`src/rtl/coin_acceptor_if.sv`:
```
// Signal bundle between the coin mechanism / wash controller side and the coin acceptor.
// refund_valid and coin_reject are one-cycle strobes with no back-pressure; refund_amount is 0 unless refund_valid is high.
interface coin_acceptor_if #(
   parameter int CREDIT_W = 4
);
   logic                coin_valid;
   logic [1:0]          coin_value;
   logic                sel_double;
   logic                cancel;
   logic                wash_done;
   logic                coin_in;
   logic                double_wash;
   logic [CREDIT_W-1:0] credit;
   logic                refund_valid;
   logic [CREDIT_W-1:0] refund_amount;
   logic                coin_reject;
   logic [2:0]          state_dbg;

   modport master (
      output coin_valid, coin_value, sel_double, cancel, wash_done,
      input  coin_in, double_wash, credit, refund_valid, refund_amount, coin_reject, state_dbg
   );

   modport slave (
      input  coin_valid, coin_value, sel_double, cancel, wash_done,
      output coin_in, double_wash, credit, refund_valid, refund_amount, coin_reject, state_dbg
   );
endinterface

```
`src/rtl/coin_acceptor.sv`:
```
// Payment front-end for the wash controller: accumulates coin credit, starts single or
// double washes, tracks the wash through wash_done and reports change/cancellations.
module coin_acceptor #(
   parameter int CREDIT_W     = 4,
   parameter int PRICE_SINGLE = 4,
   parameter int PRICE_DOUBLE = 6,
   parameter int ACK_TIMEOUT  = 8
) (
   input  logic            clk,
   input  logic            rst,
   coin_acceptor_if.slave  bus
);
   localparam logic [2:0] S_IDLE    = 3'd0;
   localparam logic [2:0] S_COLLECT = 3'd1;
   localparam logic [2:0] S_START   = 3'd2;
   localparam logic [2:0] S_ACK     = 3'd3;
   localparam logic [2:0] S_RUN     = 3'd4;
   localparam logic [2:0] S_REFUND  = 3'd5;

   localparam int CNT_W = $clog2(ACK_TIMEOUT + 1);
   localparam logic [CNT_W-1:0]  CNT_LAST   = CNT_W'(ACK_TIMEOUT - 1);
   localparam logic [CREDIT_W:0] MAX_CREDIT = {1'b0, {CREDIT_W{1'b1}}};
   localparam logic [CREDIT_W:0] P_SINGLE   = (CREDIT_W+1)'(PRICE_SINGLE);
   localparam logic [CREDIT_W:0] P_DOUBLE   = (CREDIT_W+1)'(PRICE_DOUBLE);

   logic [2:0]          state_q, state_d;
   logic [CREDIT_W-1:0] credit_q, credit_d;
   logic [CREDIT_W-1:0] paid_q, paid_d;
   logic [CNT_W-1:0]    cnt_q, cnt_d;
   logic                coin_in_q, coin_in_d;
   logic                double_wash_q, double_wash_d;
   logic                refund_valid_q, refund_valid_d;
   logic [CREDIT_W-1:0] refund_amount_q, refund_amount_d;
   logic                coin_reject_q, coin_reject_d;

   logic [CREDIT_W:0]   coin_units;
   logic [CREDIT_W:0]   sum;
   logic [CREDIT_W:0]   eff;
   logic [CREDIT_W:0]   price;
   logic [CREDIT_W:0]   change;
   logic                accepting;
   logic                coin_ok;

   always_comb begin
      case (bus.coin_value)
         2'b00:   coin_units = (CREDIT_W+1)'(1);
         2'b01:   coin_units = (CREDIT_W+1)'(2);
         2'b10:   coin_units = (CREDIT_W+1)'(5);
         default: coin_units = '0;
      endcase
   end

   // The sum is one bit wider than credit so an overflowing coin can be detected and rejected.
   assign sum       = {1'b0, credit_q} + coin_units;
   assign accepting = (state_q == S_IDLE) || (state_q == S_COLLECT);
   assign coin_ok   = bus.coin_valid && accepting && (bus.coin_value != 2'b11) && (sum <= MAX_CREDIT);
   assign eff       = coin_ok ? sum : {1'b0, credit_q};
   assign price     = bus.sel_double ? P_DOUBLE : P_SINGLE;
   assign change    = eff - price;

   always_comb begin
      state_d         = state_q;
      credit_d        = credit_q;
      paid_d          = paid_q;
      cnt_d           = cnt_q;
      coin_in_d       = 1'b0;
      double_wash_d   = double_wash_q;
      refund_valid_d  = 1'b0;
      refund_amount_d = '0;
      coin_reject_d   = bus.coin_valid && !coin_ok;

      case (state_q)
         S_IDLE, S_COLLECT: begin
            // Cancel beats a price match; the same-cycle coin is still credited first.
            if ((state_q == S_COLLECT) && bus.cancel) begin
               state_d         = S_REFUND;
               refund_valid_d  = 1'b1;
               refund_amount_d = eff[CREDIT_W-1:0];
               credit_d        = '0;
            end else if (eff >= price) begin
               state_d         = S_START;
               coin_in_d       = 1'b1;
               double_wash_d   = bus.sel_double;
               paid_d          = price[CREDIT_W-1:0];
               credit_d        = eff[CREDIT_W-1:0];
               refund_valid_d  = (change != '0);
               refund_amount_d = change[CREDIT_W-1:0];
            end else begin
               credit_d = eff[CREDIT_W-1:0];
               if (coin_ok) state_d = S_COLLECT;
            end
         end
         S_START: begin
            credit_d = '0;
            cnt_d    = '0;
            state_d  = S_ACK;
         end
         S_ACK: begin
            if (!bus.wash_done) begin
               state_d = S_RUN;
            end else if (cnt_q == CNT_LAST) begin
               state_d         = S_IDLE;
               refund_valid_d  = 1'b1;
               refund_amount_d = paid_q;
               double_wash_d   = 1'b0;
            end else begin
               cnt_d = cnt_q + 1'b1;
            end
         end
         S_RUN: begin
            if (bus.wash_done) begin
               state_d       = S_IDLE;
               double_wash_d = 1'b0;
            end
         end
         S_REFUND: state_d = S_IDLE;
         default:  state_d = S_IDLE;
      endcase
   end

   always_ff @(posedge clk) begin
      if (rst) begin
         state_q         <= S_IDLE;
         credit_q        <= '0;
         paid_q          <= '0;
         cnt_q           <= '0;
         coin_in_q       <= 1'b0;
         double_wash_q   <= 1'b0;
         refund_valid_q  <= 1'b0;
         refund_amount_q <= '0;
         coin_reject_q   <= 1'b0;
      end else begin
         state_q         <= state_d;
         credit_q        <= credit_d;
         paid_q          <= paid_d;
         cnt_q           <= cnt_d;
         coin_in_q       <= coin_in_d;
         double_wash_q   <= double_wash_d;
         refund_valid_q  <= refund_valid_d;
         refund_amount_q <= refund_amount_d;
         coin_reject_q   <= coin_reject_d;
      end
   end

   assign bus.coin_in       = coin_in_q;
   assign bus.double_wash   = double_wash_q;
   assign bus.credit        = credit_q;
   assign bus.refund_valid  = refund_valid_q;
   assign bus.refund_amount = refund_amount_q;
   assign bus.coin_reject   = coin_reject_q;
   assign bus.state_dbg     = state_q;
endmodule
```
`src/flat_wrapper.sv`:
```
// flat-port wrapper written by rule: the top's interface ports become plain ports
module coin_acceptor_flat 
#(
   parameter int CREDIT_W     = 4,
   parameter int PRICE_SINGLE = 4,
   parameter int PRICE_DOUBLE = 6,
   parameter int ACK_TIMEOUT  = 8
)
  (clk, rst, bus_coin_valid, bus_coin_value, bus_sel_double, bus_cancel, bus_wash_done, bus_coin_in, bus_double_wash, bus_credit, bus_refund_valid, bus_refund_amount, bus_coin_reject, bus_state_dbg);
  coin_acceptor_if #(.CREDIT_W(CREDIT_W)) bus_i ();
  input  logic clk;
  input  logic rst;
  input wire logic [$bits(bus_i.coin_valid)-1:0] bus_coin_valid;
  input wire logic [$bits(bus_i.coin_value)-1:0] bus_coin_value;
  input wire logic [$bits(bus_i.sel_double)-1:0] bus_sel_double;
  input wire logic [$bits(bus_i.cancel)-1:0] bus_cancel;
  input wire logic [$bits(bus_i.wash_done)-1:0] bus_wash_done;
  output wire logic [$bits(bus_i.coin_in)-1:0] bus_coin_in;
  output wire logic [$bits(bus_i.double_wash)-1:0] bus_double_wash;
  output wire logic [$bits(bus_i.credit)-1:0] bus_credit;
  output wire logic [$bits(bus_i.refund_valid)-1:0] bus_refund_valid;
  output wire logic [$bits(bus_i.refund_amount)-1:0] bus_refund_amount;
  output wire logic [$bits(bus_i.coin_reject)-1:0] bus_coin_reject;
  output wire logic [$bits(bus_i.state_dbg)-1:0] bus_state_dbg;
  assign bus_i.coin_valid = bus_coin_valid;
  assign bus_i.coin_value = bus_coin_value;
  assign bus_i.sel_double = bus_sel_double;
  assign bus_i.cancel = bus_cancel;
  assign bus_i.wash_done = bus_wash_done;
  assign bus_coin_in = bus_i.coin_in;
  assign bus_double_wash = bus_i.double_wash;
  assign bus_credit = bus_i.credit;
  assign bus_refund_valid = bus_i.refund_valid;
  assign bus_refund_amount = bus_i.refund_amount;
  assign bus_coin_reject = bus_i.coin_reject;
  assign bus_state_dbg = bus_i.state_dbg;
  coin_acceptor #(.CREDIT_W(CREDIT_W), .PRICE_SINGLE(PRICE_SINGLE), .PRICE_DOUBLE(PRICE_DOUBLE), .ACK_TIMEOUT(ACK_TIMEOUT)) u_core (.clk(clk), .rst(rst), .bus(bus_i));
endmodule
```
`config.mk`:
```
export PLATFORM = sky130hd
export DESIGN_NAME = coin_acceptor_flat
export DESIGN_NICKNAME = d
export VERILOG_FILES = /design/src/rtl/coin_acceptor_if.sv /design/src/rtl/coin_acceptor.sv /design/src/flat_wrapper.sv
export SDC_FILE = /design/constraint.sdc
export NUM_CORES = 1
export LEC_CHECK = 0
export ABC_AREA = 1
export BUFFER_PORTS_ARGS = -buffer_cell sky130_fd_sc_hd__buf_2
export CORE_AREA = 2 2 64 66
export DETAILED_ROUTE_END_ITERATION = 8
export DIE_AREA = 0 0 66 68
export PLACE_DENSITY = 0.65
export SLEW_MARGIN = 20
export SYNTH_ARGS = -nofsm -noshare
export SYNTH_HDL_FRONTEND = slang
export SYNTH_SLANG_ARGS = --single-unit
```
`constraint.sdc`:
```
create_clock -name clk -period 3 [get_ports clk]
set_input_delay 0.6 -clock clk [delete_from_list [all_inputs] [get_ports clk]]
set_output_delay 0.6 -clock clk [all_outputs]
set_load 0.01 [all_outputs]
```
======== Word level (Yosys, flattened, before mapping) ========
Index checks and enable logic that the tools add are counted.
word-level totals
  register bits after elaboration ......... 23
  output and inout bits ................... 15
  word-level logic and storage cells ...... 83
operators by class
  add/sub/neg operators ................... 3
  order comparisons ....................... 2
  equal/unequal tests ..................... 16
  multiplexer cells ....................... 32
  bitwise gates (word level) .............. 2
  reduce and logical (&&, ||, !) cells .... 19
operators with widths
  cell                                                                      count
  4-bit 2-to-1 mux                                                          7
  4-bit case mux with 2 select lines                                        3
  3-bit 2-to-1 mux                                                          6
  3-bit case mux with 4 select lines                                        1
  1-bit 2-to-1 mux                                                          10
  2-bit inequality test (second input constant)                             5
  3-bit case mux with 3 select lines                                        1
  3-bit AND reduction                                                       3
  3-bit by 2-bit equality test with 1-bit output (second input constant)    2
  6-bit AND reduction                                                       1
  4-bit by 3-bit adder with 5-bit output                                    1
  5-bit >= comparator                                                       1
  5-bit by 4-bit <= comparator with 1-bit output (second input constant)    1
  1-bit logical AND                                                         5
  5-bit 2-to-1 mux                                                          1
  5-bit nonzero test                                                        1
  5-bit subtractor                                                          1
  4-bit by 1-bit adder with 4-bit output (second input constant)            1
  4-bit by 3-bit equality test with 1-bit output (second input constant)    1
  2-bit by 1-bit inequality test with 1-bit output (second input constant)  2
  4-bit by 1-bit inequality test with 1-bit output (second input constant)  1
  2-bit nonzero test                                                        2
  3-bit by 1-bit equality test with 1-bit output (second input constant)    1
  3-bit equality test (second input constant)                               1
  14 further kinds                                                          15

======== Longest topological paths before layout ========
Gate-level depths: netlist (run 1).
  depth after elaboration ................. 11
  mapped depth ............................ 19
  depth with buffers taken out ............ 19

======== Worst setup path after synthesis (run 1) ========
Ideal clock, no wire load.
  path kind ............................... input port to flip-flop
  start ................................... input bus_coin_value[0]
  end ..................................... register u_core.state_q[0], in the netlist u_core.bus.state_dbg[0]
  data arrival time ....................... 2682 ps
  data required time ...................... 2871 ps
  slack ................................... 190 ps
  stages .................................. 19
  buffers on the path ..................... 0
  cells stage by stage .................... inv_1 > ha_1 > fa_1 > nand3_1 > nand2_1 > nor2_4 > or2_2 > o21a_1 > inv_1 > ha_1 > inv_1 > ha_1 > nor2_4 > nand2_4 > nand2_2 > nand2_1 > nand2_1 > nand2_1 > a21oi_2
between the ends
  longest elaborated chain between the ends .. 10
  elaborated cells on any way between the ends .. 16
  those cells by class .................... 1 x add/sub; 2 x order compare; 4 x eq/ne; 5 x mux; 4 x reduce/logical
RTL lines
  element                                            RTL line              text
  start, declared                                    flat_wrapper.sv:14    input wire logic [$bits(bus_i.coin_value)-1:0] bus_coin_value;
  2-bit equality test, or another cell as far along  coin_acceptor.sv:45   case (bus.coin_value)
  3-bit case mux with 3 select lines                 coin_acceptor.sv:45
  4-bit by 3-bit adder with 5-bit output             coin_acceptor.sv:54   assign sum = {1'b0, credit_q} + coin_units;
  5-bit by 4-bit <= comparator with 1-bit output     coin_acceptor.sv:56   assign coin_ok = bus.coin_valid && accepting && (bus.coin_value != 2'b11) && (sum <= MAX_CREDIT);
  1-bit logical AND                                  coin_acceptor.sv:56
  5-bit 2-to-1 mux                                   coin_acceptor.sv:57   assign eff = coin_ok ? sum : {1'b0, credit_q};
  5-bit >= comparator                                coin_acceptor.sv:80   end else if (eff >= price) begin
  3-bit 2-to-1 mux                                   coin_acceptor.sv:80
  3-bit 2-to-1 mux                                   coin_acceptor.sv:75   if ((state_q == S_COLLECT) && bus.cancel) begin
  3-bit case mux with 4 select lines                 coin_acceptor.sv:72   case (state_q)
  end signal, assigned                               coin_acceptor.sv:133  state_q <= state_d;
  end, declared                                      coin_acceptor.sv:26   logic [2:0] state_q, state_d;
Several ways; a longest one is shown, not always the timed one.
A chain may end at the register's enable or synchronous reset.

======== Final worst setup path (run 1) ========
  start ................................... input bus_coin_value[0]
  end ..................................... register u_core.refund_valid_q, in the netlist u_core.bus.refund_valid
between the ends
  longest elaborated chain between the ends .. 11
  elaborated cells on any way between the ends .. 16
  those cells by class .................... 2 x add/sub; 2 x order compare; 3 x eq/ne; 5 x mux; 4 x reduce/logical
RTL lines
  element                                            RTL line              text
  2-bit equality test, or another cell as far along  coin_acceptor.sv:45
  3-bit case mux with 3 select lines                 coin_acceptor.sv:45
  4-bit by 3-bit adder with 5-bit output             coin_acceptor.sv:54
  5-bit by 4-bit <= comparator with 1-bit output     coin_acceptor.sv:56
  1-bit logical AND                                  coin_acceptor.sv:56
  5-bit 2-to-1 mux (*)                               coin_acceptor.sv:57
  5-bit subtractor                                   coin_acceptor.sv:59   assign change = eff - price;
  5-bit nonzero test                                 coin_acceptor.sv:86   refund_valid_d = (change != '0);
  1-bit 2-to-1 mux (*)                               coin_acceptor.sv:80
  1-bit 2-to-1 mux (*)                               coin_acceptor.sv:75
  1-bit case mux with 2 select lines (*)             coin_acceptor.sv:72
  end signal, assigned                               coin_acceptor.sv:139  refund_valid_q <= refund_valid_d;
  end, declared                                      coin_acceptor.sv:32   logic refund_valid_q, refund_valid_d;
Every way passes the cells marked *; elsewhere a longest branch is shown, timed or not.

==> run metrics, run 1 <==
die width=approximately 66 um; initial antenna violation count=0; total CTS buffers=3; Max Slew Vio Count=0; final worst-path cycle share=0.903; # hold bufs at CTS=0; worst path arrival time=2.85 ns; MaxCap Viol Count=0; CTS tree=built; WS Path Type=in -> reg; flops & latches, synth=21; final instance area=about 0.0015 sq mm; DIE AREA=around 0.0045 sq mm; uppermost routed layer=met4; reg-to-reg critical path startpoint=u_core.bus.credit[0]$_SDFFE_PP0P_; pwr dens=714 mW/mm^2; final hold vios=0; register area=420 sq um; post-synth net total=187; P_leak=~0.74 nW; hold endpoint=u_core.bus.double_wash$_SDFFE_PP0P_; post-synth cell types=28; most frequent cells in the layout=35 x nand2_1, 22 x buf_2, 21 x inv_1, 21 x dfxtp_1, 16 x nor2_1; Setup WS post-layout=just under 0.3 ns; vias=1,145; largest net degree at the start of global routing=14; Worst R2R Path Depth=16; Initial Utilization=0.323; Placed Area=0.00147 sq mm; commonest non-fill, non-tap cell in the layout=nand2_1; Via density=4.51; WP data required=3.14 ns; synthesis-to-layout area growth=22.1%; H-tree Lvls=1; clock sinks=21; first-pass GRT wire length=4.81 mm; Ports=23; Final ANT Viol Nets=0; number of global-route vias before repair=1,077; Port Buffers=22; skew final=between 0.008 and 0.009 ns; met2 wire length=1.25 mm; Tmin final=2.71 ns; Netlist Area Pre-Place=0.00125 sq mm; Clk pin slew, worst setup/hold paths=approximately 0.080 ns; pre-CTS setup slack=-0.0280 ns; total power=1.09 mW; Final Net Count=220; ratio of cells with drive above 1 in the final layout=0.279; core area=0.00386 sq mm; Worst setup EP type=register; measured slew at the worst slew-check pin=around 0.43 ns; Die Y-Extent=68 um; Final Wtd Congestion=0.872; Worst-Skew Late Latency=0.26 ns; crit path max fanout=3; Detailed Place HPWL=2.19 mm; worst hold path startpoint=u_core.bus.double_wash$_SDFFE_PP0P_; Max clock buf depth=2; # DRC=0; cell row count=23; beginning of the critical path=bus_coin_value[0]; Hold Crit Class=reg -> reg; Mean Syn Cell Area=7.25 sq um; RSZ-0062 raised after global routing=no; worst reg2reg path endpoint=u_core.bus.refund_valid$_SDFF_PP0_; Routed WL per cell=around 11 um; ant diodes=0; Multi-input gate area=737 sq um; peak supply drop=369 uV; DRT iter0 DRCs=37; Max-slew headroom=0.713; # fillers=about 420; Setup-failing EPs final=0; Worst Hold Path Cells=2; grt ovf=0; R2R setup slack=0.43 ns; Clock Tree Root=clkbuf_8; Seq/Total Area, Yosys=0.337; fmax=369 MHz; Setup crit start kind=input pin; routed length on met3=147 um; Ys Warns=0; Metal-1 WL=1.36 mm; Mapped Cells=172; 1st-pass router iterations=4; outcome=completed; overall routing resource usage=0.137; DRT Wirelength=2.78 mm
[cell usage after synthesis]
cell / number / area (sq um)
a21oi_1: 11 / 55.1
nand2_1: 36 / 135
dfxtp_1: 21 / 420
nand3_2: 3 / 30.0
nand4_1: 2 / 12.5
inv_2: 2 / 7.51
inv_1: 21 / 78.8
dlygate4sd1_1: 1 / 8.76
nand2_4: 3 / 33.8
nor3_1: 3 / 15.0
nor4_1: 4 / 25.0
clkbuf_1: 1 / 3.75
o21ai_0: 5 / 25.0
nor2_4: 4 / 45.0
xnor2_1: 1 / 8.76
a211oi_1: 1 / 7.51
xor2_1: 1 / 8.76
a311oi_1: 1 / 8.76
fa_1: 1 / 20.0
or2_2: 1 / 6.26
o21ai_1: 1 / 5.00
ha_1: 6 / 75.1
nand2_2: 5 / 31.3
nand3_1: 15 / 75.1
nand3b_1: 2 / 15.0
nor2_1: 17 / 63.8
a21oi_2: 2 / 17.5
o21a_1: 1 / 7.51
[worst max path at each step]
stage	slack, ns	endpoint	cells after the start
detailed placement	-0.03	u_core.bus.refund_valid$_SDFF_PP0_	19
floorplan	0.19	u_core.bus.state_dbg[0]$_SDFFE_PP0P_	19
finish	0.29	u_core.bus.refund_valid$_SDFF_PP0_	18
CTS	0.22	u_core.bus.refund_valid$_SDFF_PP0_	18
global route	0.01	u_core.bus.refund_valid$_SDFF_PP0_	19
global placement	0.002	u_core.bus.refund_amount[3]$_SDFF_PP0_	19
[worst max-delay path, stage by stage]
cell and delay, ns:
buf_2 0.11, inv_1 0.08, ha_2 0.19, fa_2 0.22, nand3_1 0.09, nand2_2 0.09, nor2_4 0.04, or2_2 0.26
o21a_1 0.11, inv_1 0.08, ha_1 0.14, inv_1 0.05, ha_1 0.28, nand3b_1 0.15, a21oi_1 0.15, nand2_1 0.07
nand2_1 0.06, a21oi_1 0.06
[state kept, by name, indices dropped and copies added (netlist names)]
name	count
u_core.bus.refund_valid	1
u_core.bus.double_wash	1
u_core.bus.coin_reject	1
u_core.bus.credit	4
u_core.bus.state_dbg	3
u_core.bus.coin_in	1
u_core.bus.refund_amount	4
u_core.paid_q	2
u_core.cnt_q	4
[metal layers]
| layer | vias to the layer above | global-route usage |
|---|---|---|
| met4 | 0 | 0.0408 |
| met3 | 2 | 0.0313 |
| met5 | - | 0 |
| li1 | 626 | - |
| met2 | 25 | 0.220 |
| met1 | 492 | 0.186 |
[repair_timing]
item                                    CTS  global route
resized for setup                         0             4
buffers inserted                          0             0
endpoints found under the setup margin    0             2
[power breakdown]
group	total, mW	internal [mW]	switching [mW]
Sequential	0.377	0.330	0.0467
Clock	0.184	0.0947	0.0895
Combinational	0.525	0.210	0.315
Total	1.09	0.635	0.451
[cell families after synthesis]
kind of cell / Yosys count / share of synthesized area
AOI/OAI and AO/OA: 22 / 0.101
adders and majority gates: 7 / 0.0763
buffers and inverters: 25 / 0.0793
DFF: 21 / 0.337
and+or+nand+nor: 95 / 0.392
xor gates and xnor gates: 2 / 0.0141
[through the flow]
step | setup TNS, ns | cells | hold slack [ns] | util
after global placement | 0 | 250 | 0.451 | 0.380
after floorplan | 0 | 172 | 0.429 | -
final | 0 | 254 | 0.462 | 0.395
after global routing | 0 | 254 | 0.497 | 0.395
after detailed placement | -0.0298 | 250 | 0.455 | 0.380
after CTS | 0 | 254 | 0.466 | 0.392
[area by class of cell]
cell class                      instances  share of cell area
Tap cell                               50              0.0411
Clock buffer                            4              0.0296
Sequential cell                        21               0.276
Inverter                               23              0.0567
Timing Repair Buffer                   30               0.112
Multi-Input combinational cell        126               0.484
(Power assumes the default switching activity.)
==> inputs of run 2 (changes only) <==
--- a/config.mk
+++ b/config.mk
@@ -10,6 +10,7 @@
 export CORE_AREA = 2 2 64 66
 export DETAILED_ROUTE_END_ITERATION = 8
 export DIE_AREA = 0 0 66 68
+export MAX_ROUTING_LAYER = met4
 export PLACE_DENSITY = 0.65
 export SLEW_MARGIN = 20
 export SYNTH_ARGS = -nofsm -noshare
==> run 2 against run 1 <==
First-iteration DRC count is 8.1% higher. Sequential share of layout area is the same. Cell area unchanged. Critical path depth unchanged. Wire length hardly changed. Die area unchanged. Worst hold slack about the same. Highest routed layer unchanged.
==> run metrics, run 2 (same netlist as run 1, synthesis figures left out) <==
Clk pwr share=0.169 (about the same); final hold vios=0 (unchanged); fmax=369 MHz (about the same); beginning of the critical path=bus_coin_value[0]; Worst setup EP type=register; first-pass GRT wire length=4.81 mm (unchanged); reg-to-reg critical path startpoint=u_core.bus.credit[0]$_SDFFE_PP0P_; Max-slew headroom=0.713 (about the same); grt ovf=0 (unchanged); met2 wire length=1.25 mm (-0.16%); Setup-failing EPs final=0 (unchanged); MaxCap Viol Count=0 (unchanged); Via density=4.51 (about the same); cell row count=23 (unchanged); Placed Area=0.00147 sq mm (unchanged); Worst R2R Path Depth=16 (unchanged); Worst Hold Path Cells=2 (unchanged); ratio of cells with drive above 1 in the final layout=0.279 (unchanged); overall routing resource usage=0.141 (+0.00394); worst hold path startpoint=u_core.bus.double_wash$_SDFFE_PP0P_; Tmin final=2.71 ns (+0.000422 ns); crit path max fanout=3 (unchanged); NetSw=451 uW (about the same); # fillers=417 (unchanged); initial antenna violation count=0 (unchanged); worst reg2reg path endpoint=u_core.bus.refund_valid$_SDFF_PP0_; WP data required=3.14 ns (about the same); Final ANT Viol Nets=0 (unchanged); Setup WS post-layout=0.290 ns (-0.000422 ns); WS Path Type=in -> reg; vias=1,146 (+0.087%); fin util=0.395 (unchanged); clock sinks=21 (unchanged); Comb power frac=0.484 (about the same); Routed WL per cell=10.9 um (about the same); H-tree Lvls=1 (unchanged); Setup TNS=0 ns (unchanged); die width=66 um (unchanged); routed length on met3=149 um (+1.4%); ant diodes=0 (unchanged); Multi-input gate area=737 sq um (unchanged); Reg power frac=0.347 (about the same); # DRC=0 (unchanged); Metal-1 WL=1.36 mm (unchanged); Clk pin slew, worst setup/hold paths=0.08 ns (about the same); Max clock buf depth=2 (unchanged); largest net degree at the start of global routing=14 (unchanged); uppermost routed layer=met4; DIE AREA=0.00449 sq mm (unchanged); R2R setup slack=0.43 ns (about the same); final instance area=0.00152 sq mm (unchanged); pre-CTS setup slack=-0.0280 ns (unchanged); internal cell power=635 uW (about the same); 1st-pass router iterations=4 (unchanged); commonest non-fill, non-tap cell in the layout=nand2_1; total CTS buffers=3 (unchanged); Die Y-Extent=68 um (unchanged); Ports=23 (unchanged); skew final=0.00807 ns (+0.00000825 ns); DRT iter0 DRCs=40 (+8.1%); number of global-route vias before repair=1,076 (-0.093%); worst path arrival time=2.85 ns (about the same); total power=1.09 mW (about the same); CTS tree=built; Setup crit start kind=input pin; Final Wtd Congestion=0.886 (+1.6%); Max Slew Vio Count=0 (unchanged); register area=420 sq um (unchanged); outcome=completed; # hold bufs at CTS=0 (unchanged); RSZ-0062 raised after global routing=no; final worst-path cycle share=0.903 (about the same); Worst-Skew Late Latency=0.26 ns (about the same); Initial Utilization=0.323 (unchanged); pwr dens=714 mW/mm^2 (about the same); Detailed Place HPWL=2.19 mm (unchanged); P_leak=0.737 nW (unchanged); switch share=0.415 (about the same); Clock Tree Root=clkbuf_8; Port Buffers=22 (unchanged); measured slew at the worst slew-check pin=0.427 ns (-0.000374 ns); most frequent cells in the layout=35 x nand2_1, 22 x buf_2, 21 x inv_1, 21 x dfxtp_1, 16 x nor2_1; core area=0.00386 sq mm (unchanged); Hold Crit Class=reg -> reg; peak supply drop=369 uV (about the same); DRT Wirelength=2.78 mm (about the same); Final Net Count=220 (unchanged); hold endpoint=u_core.bus.double_wash$_SDFFE_PP0P_; synthesis-to-layout area growth=22.1% (unchanged)
## run 2: cell counts in the layout (fill, tap and decap cells not counted)
No cell type changed its count.
## run 2: how the worst max path moves through the flow
stage,endpoint,cells after the start,slack [ns]
global route,u_core.bus.refund_valid$_SDFF_PP0_,19,0.01
finish,u_core.bus.refund_valid$_SDFF_PP0_,18,0.29
detailed placement,u_core.bus.refund_valid$_SDFF_PP0_,19,-0.03
floorplan,u_core.bus.state_dbg[0]$_SDFFE_PP0P_,19,0.19
global placement,u_core.bus.refund_amount[3]$_SDFF_PP0_,19,0.002
CTS,u_core.bus.refund_valid$_SDFF_PP0_,18,0.22
## run 2: layout make-up
type / count / area share
tap: 50 / 0.0411
multi-input combinational: 126 / 0.484
inverter: 23 / 0.0567
timing repair buffer: 30 / 0.112
clock buffer: 4 / 0.0296
sequential: 21 / 0.276
## run 2: critical path: stages
cell and delay [ns]:
buf_2 0.11, inv_1 0.08, ha_2 0.19, fa_2 0.22, nand3_1 0.09, nand2_2 0.09
nor2_4 0.04, or2_2 0.26, o21a_1 0.11, inv_1 0.08, ha_1 0.14, inv_1 0.05
ha_1 0.28, nand3b_1 0.15, a21oi_1 0.15, nand2_1 0.07, nand2_1 0.06, a21oi_1 0.06
## run 2: per-stage QoR
step | hold WS, ns | instances
6_report | 0.462 | 254
4_1_cts | 0.466 | 254
5_1_grt | 0.497 | 254
3_5_place_dp | 0.455 | 250
3_3_place_gp | 0.451 | 250
2_1_floorplan | 0.429 | 172
## run 2: what timing repair did
action	in CTS	in global routing
endpoints found under the setup margin	0	2
gates resized for setup	0	4
setup buffers	0	0
hold endpoints to repair	0	0
## run 2: metal layers
metal,vias to the layer above,global-route usage
li1,626,-
met2,25,0.220
met5,-,-
met3,3,0.0313
met1,492,0.186
met4,0,0.0408
## run 2: power by group through the flow
stage	combinational (mW)	sequential [mW]	clock, mW
global placement	0.523	0.383	0
global route	0.587	0.385	0.201
finish	0.525	0.377	0.184
floorplan	0.349	0.391	0
CTS	0.524	0.377	0.192
detailed placement	0.520	0.383	0
==> inputs of run 3 (changes only) <==
--- a/config.mk
+++ b/config.mk
@@ -12,6 +12,7 @@
 export DIE_AREA = 0 0 66 68
 export MAX_ROUTING_LAYER = met4
 export PLACE_DENSITY = 0.65
+export SKIP_CTS_REPAIR_TIMING = 1
 export SLEW_MARGIN = 20
 export SYNTH_ARGS = -nofsm -noshare
 export SYNTH_HDL_FRONTEND = slang
==> constraint.sdc (replaced) <==
create_clock -name clk -period 3 [get_ports clk]
set_input_delay 0.45 -clock clk [delete_from_list [all_inputs] [get_ports clk]]
set_output_delay 0.45 -clock clk [all_outputs]
set_load 0.01 [all_outputs]
==> run 3 against run 2 <==
Setup slack improved by 0.043 ns. Count of clock-buffer cells in the layout fell by 1. Critical path type is now reg -> reg. Wire length decreased by 3.5%. Largest power group unchanged. Sequential cell count stayed put.
==> run metrics, run 3 (same netlist as run 1, synthesis figures left out) <==
pwr dens=719 mW/mm^2 (+0.74%); CP bufs+invs=2 (-2); Setup TNS=0 ns (unchanged); overall routing resource usage=0.136 (-0.00496); RSZ-0062 raised after global routing=no; Multi-input gate area=727 sq um (-1.4%); Max-slew headroom=0.737 (+0.0241); ratio of cells with drive above 1 in the final layout=0.239 (-0.0408); Hold Crit Class=in -> reg; Final Net Count=213 (-3.2%); vias=1,155 (+0.79%); skew final=0.00249 ns (-0.00559 ns); P_leak=0.711 nW (-3.4%); Setup crit start kind=register; outcome=completed; Final Wtd Congestion=0.944 (+6.5%); Clk pin slew, worst setup/hold paths=0.08 ns (about the same); # fillers=430 (+3.1%); MaxCap Viol Count=0 (unchanged); crit-path max cell delay=0.42 ns (+0.14 ns); Die Y-Extent=68 um (unchanged); commonest non-fill, non-tap cell in the layout=nand2_1; Final ANT Viol Nets=0 (unchanged); DRT iter0 DRCs=61 (+53%); clock sinks=21 (unchanged); most frequent cells in the layout=36 x nand2_1, 22 x buf_2, 21 x inv_1, 21 x dfxtp_1, 17 x nor2_1; crit path max fanout=6 (+3); initial antenna violation count=0 (unchanged); # DRC=0 (unchanged); hold slack final=0.441 ns (-0.0211 ns); total power=1.05 mW (-3.3%); Ports=23 (unchanged); Setup WS post-layout=0.333 ns (+0.0434 ns); peak supply drop=312 uV (-15%); CTS tree=built; fmax=375 MHz (+1.6%); worst path arrival time=2.87 ns (+0.02 ns); Via density=4.68 (+3.6%); final hold vios=0 (unchanged); first-pass GRT wire length=4.60 mm (-4.3%); Tmin final=2.67 ns (-0.0434 ns); reg-to-reg critical path startpoint=u_core.bus.credit[0]$_SDFFE_PP0P_; Worst path slowest cell=fa_1; WP data required=3.20 ns (+0.06 ns); Worst-Skew Late Latency=0.26 ns (about the same); Detailed Place HPWL=2.13 mm (-2.7%); Max clock buf depth=2 (unchanged); Worst setup EP type=register; beginning of the critical path=u_core.bus.credit[0]$_SDFFE_PP0P_; cell row count=23 (unchanged); worst hold path startpoint=bus_coin_valid; total CTS buffers=3 (unchanged); largest net degree at the start of global routing=14 (unchanged); WS Path Type=reg -> reg; Top cell by count, worst path=nand2_1; synthesis-to-layout area growth=17.2%; register area=420 sq um (unchanged); fin util=0.379 (-0.0159); DIE AREA=0.00449 sq mm (unchanged); final worst-path cycle share=0.889 (-0.0145); Routed WL per cell=10.9 um (-0.76%); Critical Path, Cell by Cell=ha_1 -> fa_1 -> nand2_1 -> nand2_1 -> nand2_1 -> nand2_2 -> o21a_1 -> inv_1 -> ha_1 -> inv_1 -> ha_1 -> nor2_4 -> nand2_4 -> nand2_2 -> nand2_1 -> nand2_1 -> nand2_1 -> a21oi_2; pre-CTS setup slack=0.0818 ns (+0.110 ns); DRT Wirelength=2.68 mm (-3.5%); grt ovf=0 (unchanged); Initial Utilization=0.323 (unchanged); ant diodes=0 (unchanged); Clock Tree Root=clkbuf_8; core area=0.00386 sq mm (unchanged); Setup-failing EPs final=0 (unchanged); Max Slew Vio Count=0 (unchanged); delay-heaviest family, CP=adder cells; die width=66 um (unchanged); measured slew at the worst slew-check pin=0.392 ns (-0.0358 ns); Port Buffers=22 (unchanged); number of global-route vias before repair=1,058 (-1.7%); H-tree Lvls=1 (unchanged); 1st-pass router iterations=4 (unchanged)
[run 3: layout make-up]
class                      count  share of cell area
tap                           50              0.0428
sequential                    21               0.288
inverter                      23              0.0591
clock inverter                 1             0.00343
timing repair buffer          23              0.0805
multi-input combinational    126               0.498
clock buffer                   3              0.0283
[run 3: worst paths after layout]
| check | endpoint | slack (ns) | cells after the start |
|---|---|---|---|
| worst max-delay path | u_core.bus.state_dbg[0]$_SDFFE_PP0P_ | 0.33 | 18 |
| worst min-delay path | u_core.bus.coin_reject$_SDFF_PP0_ | 0.44 | 3 |
| worst max register to register | u_core.bus.state_dbg[0]$_SDFFE_PP0P_ | 0.33 | 18 |
| worst min register to register | u_core.paid_q[1]$_SDFFE_PP0P_ | 0.46 | 2 |
[run 3: layer usage]
metal,track usage,vias up,routed length [um]
li1,-,612,-
met1,0.179,512,1360
met2,0.216,27,1170
met3,0.0214,4,120
met4,0.0459,0,27
met5,-,-,0
[run 3: report_power, final]
group	leakage (nW)	internal [mW]	switching, mW	total [mW]
Combinational	0.515	0.183	0.306	0.488
Clock	0.0255	0.0926	0.0940	0.187
Sequential	0.171	0.330	0.0450	0.375
[run 3: tightest hold or removal path, delay by kind of cell]
kind	cells	cell delay (ns)
buffers and inverters	1	0.12
and+or+nand+nor	2	0.10
[run 3: stage by stage]
step,instance area [sq um],instances
after floorplan,1250,172
after global placement,1410,243
after detailed placement,1410,243
after CTS,1460,247
after global routing,1460,247
final,1460,247
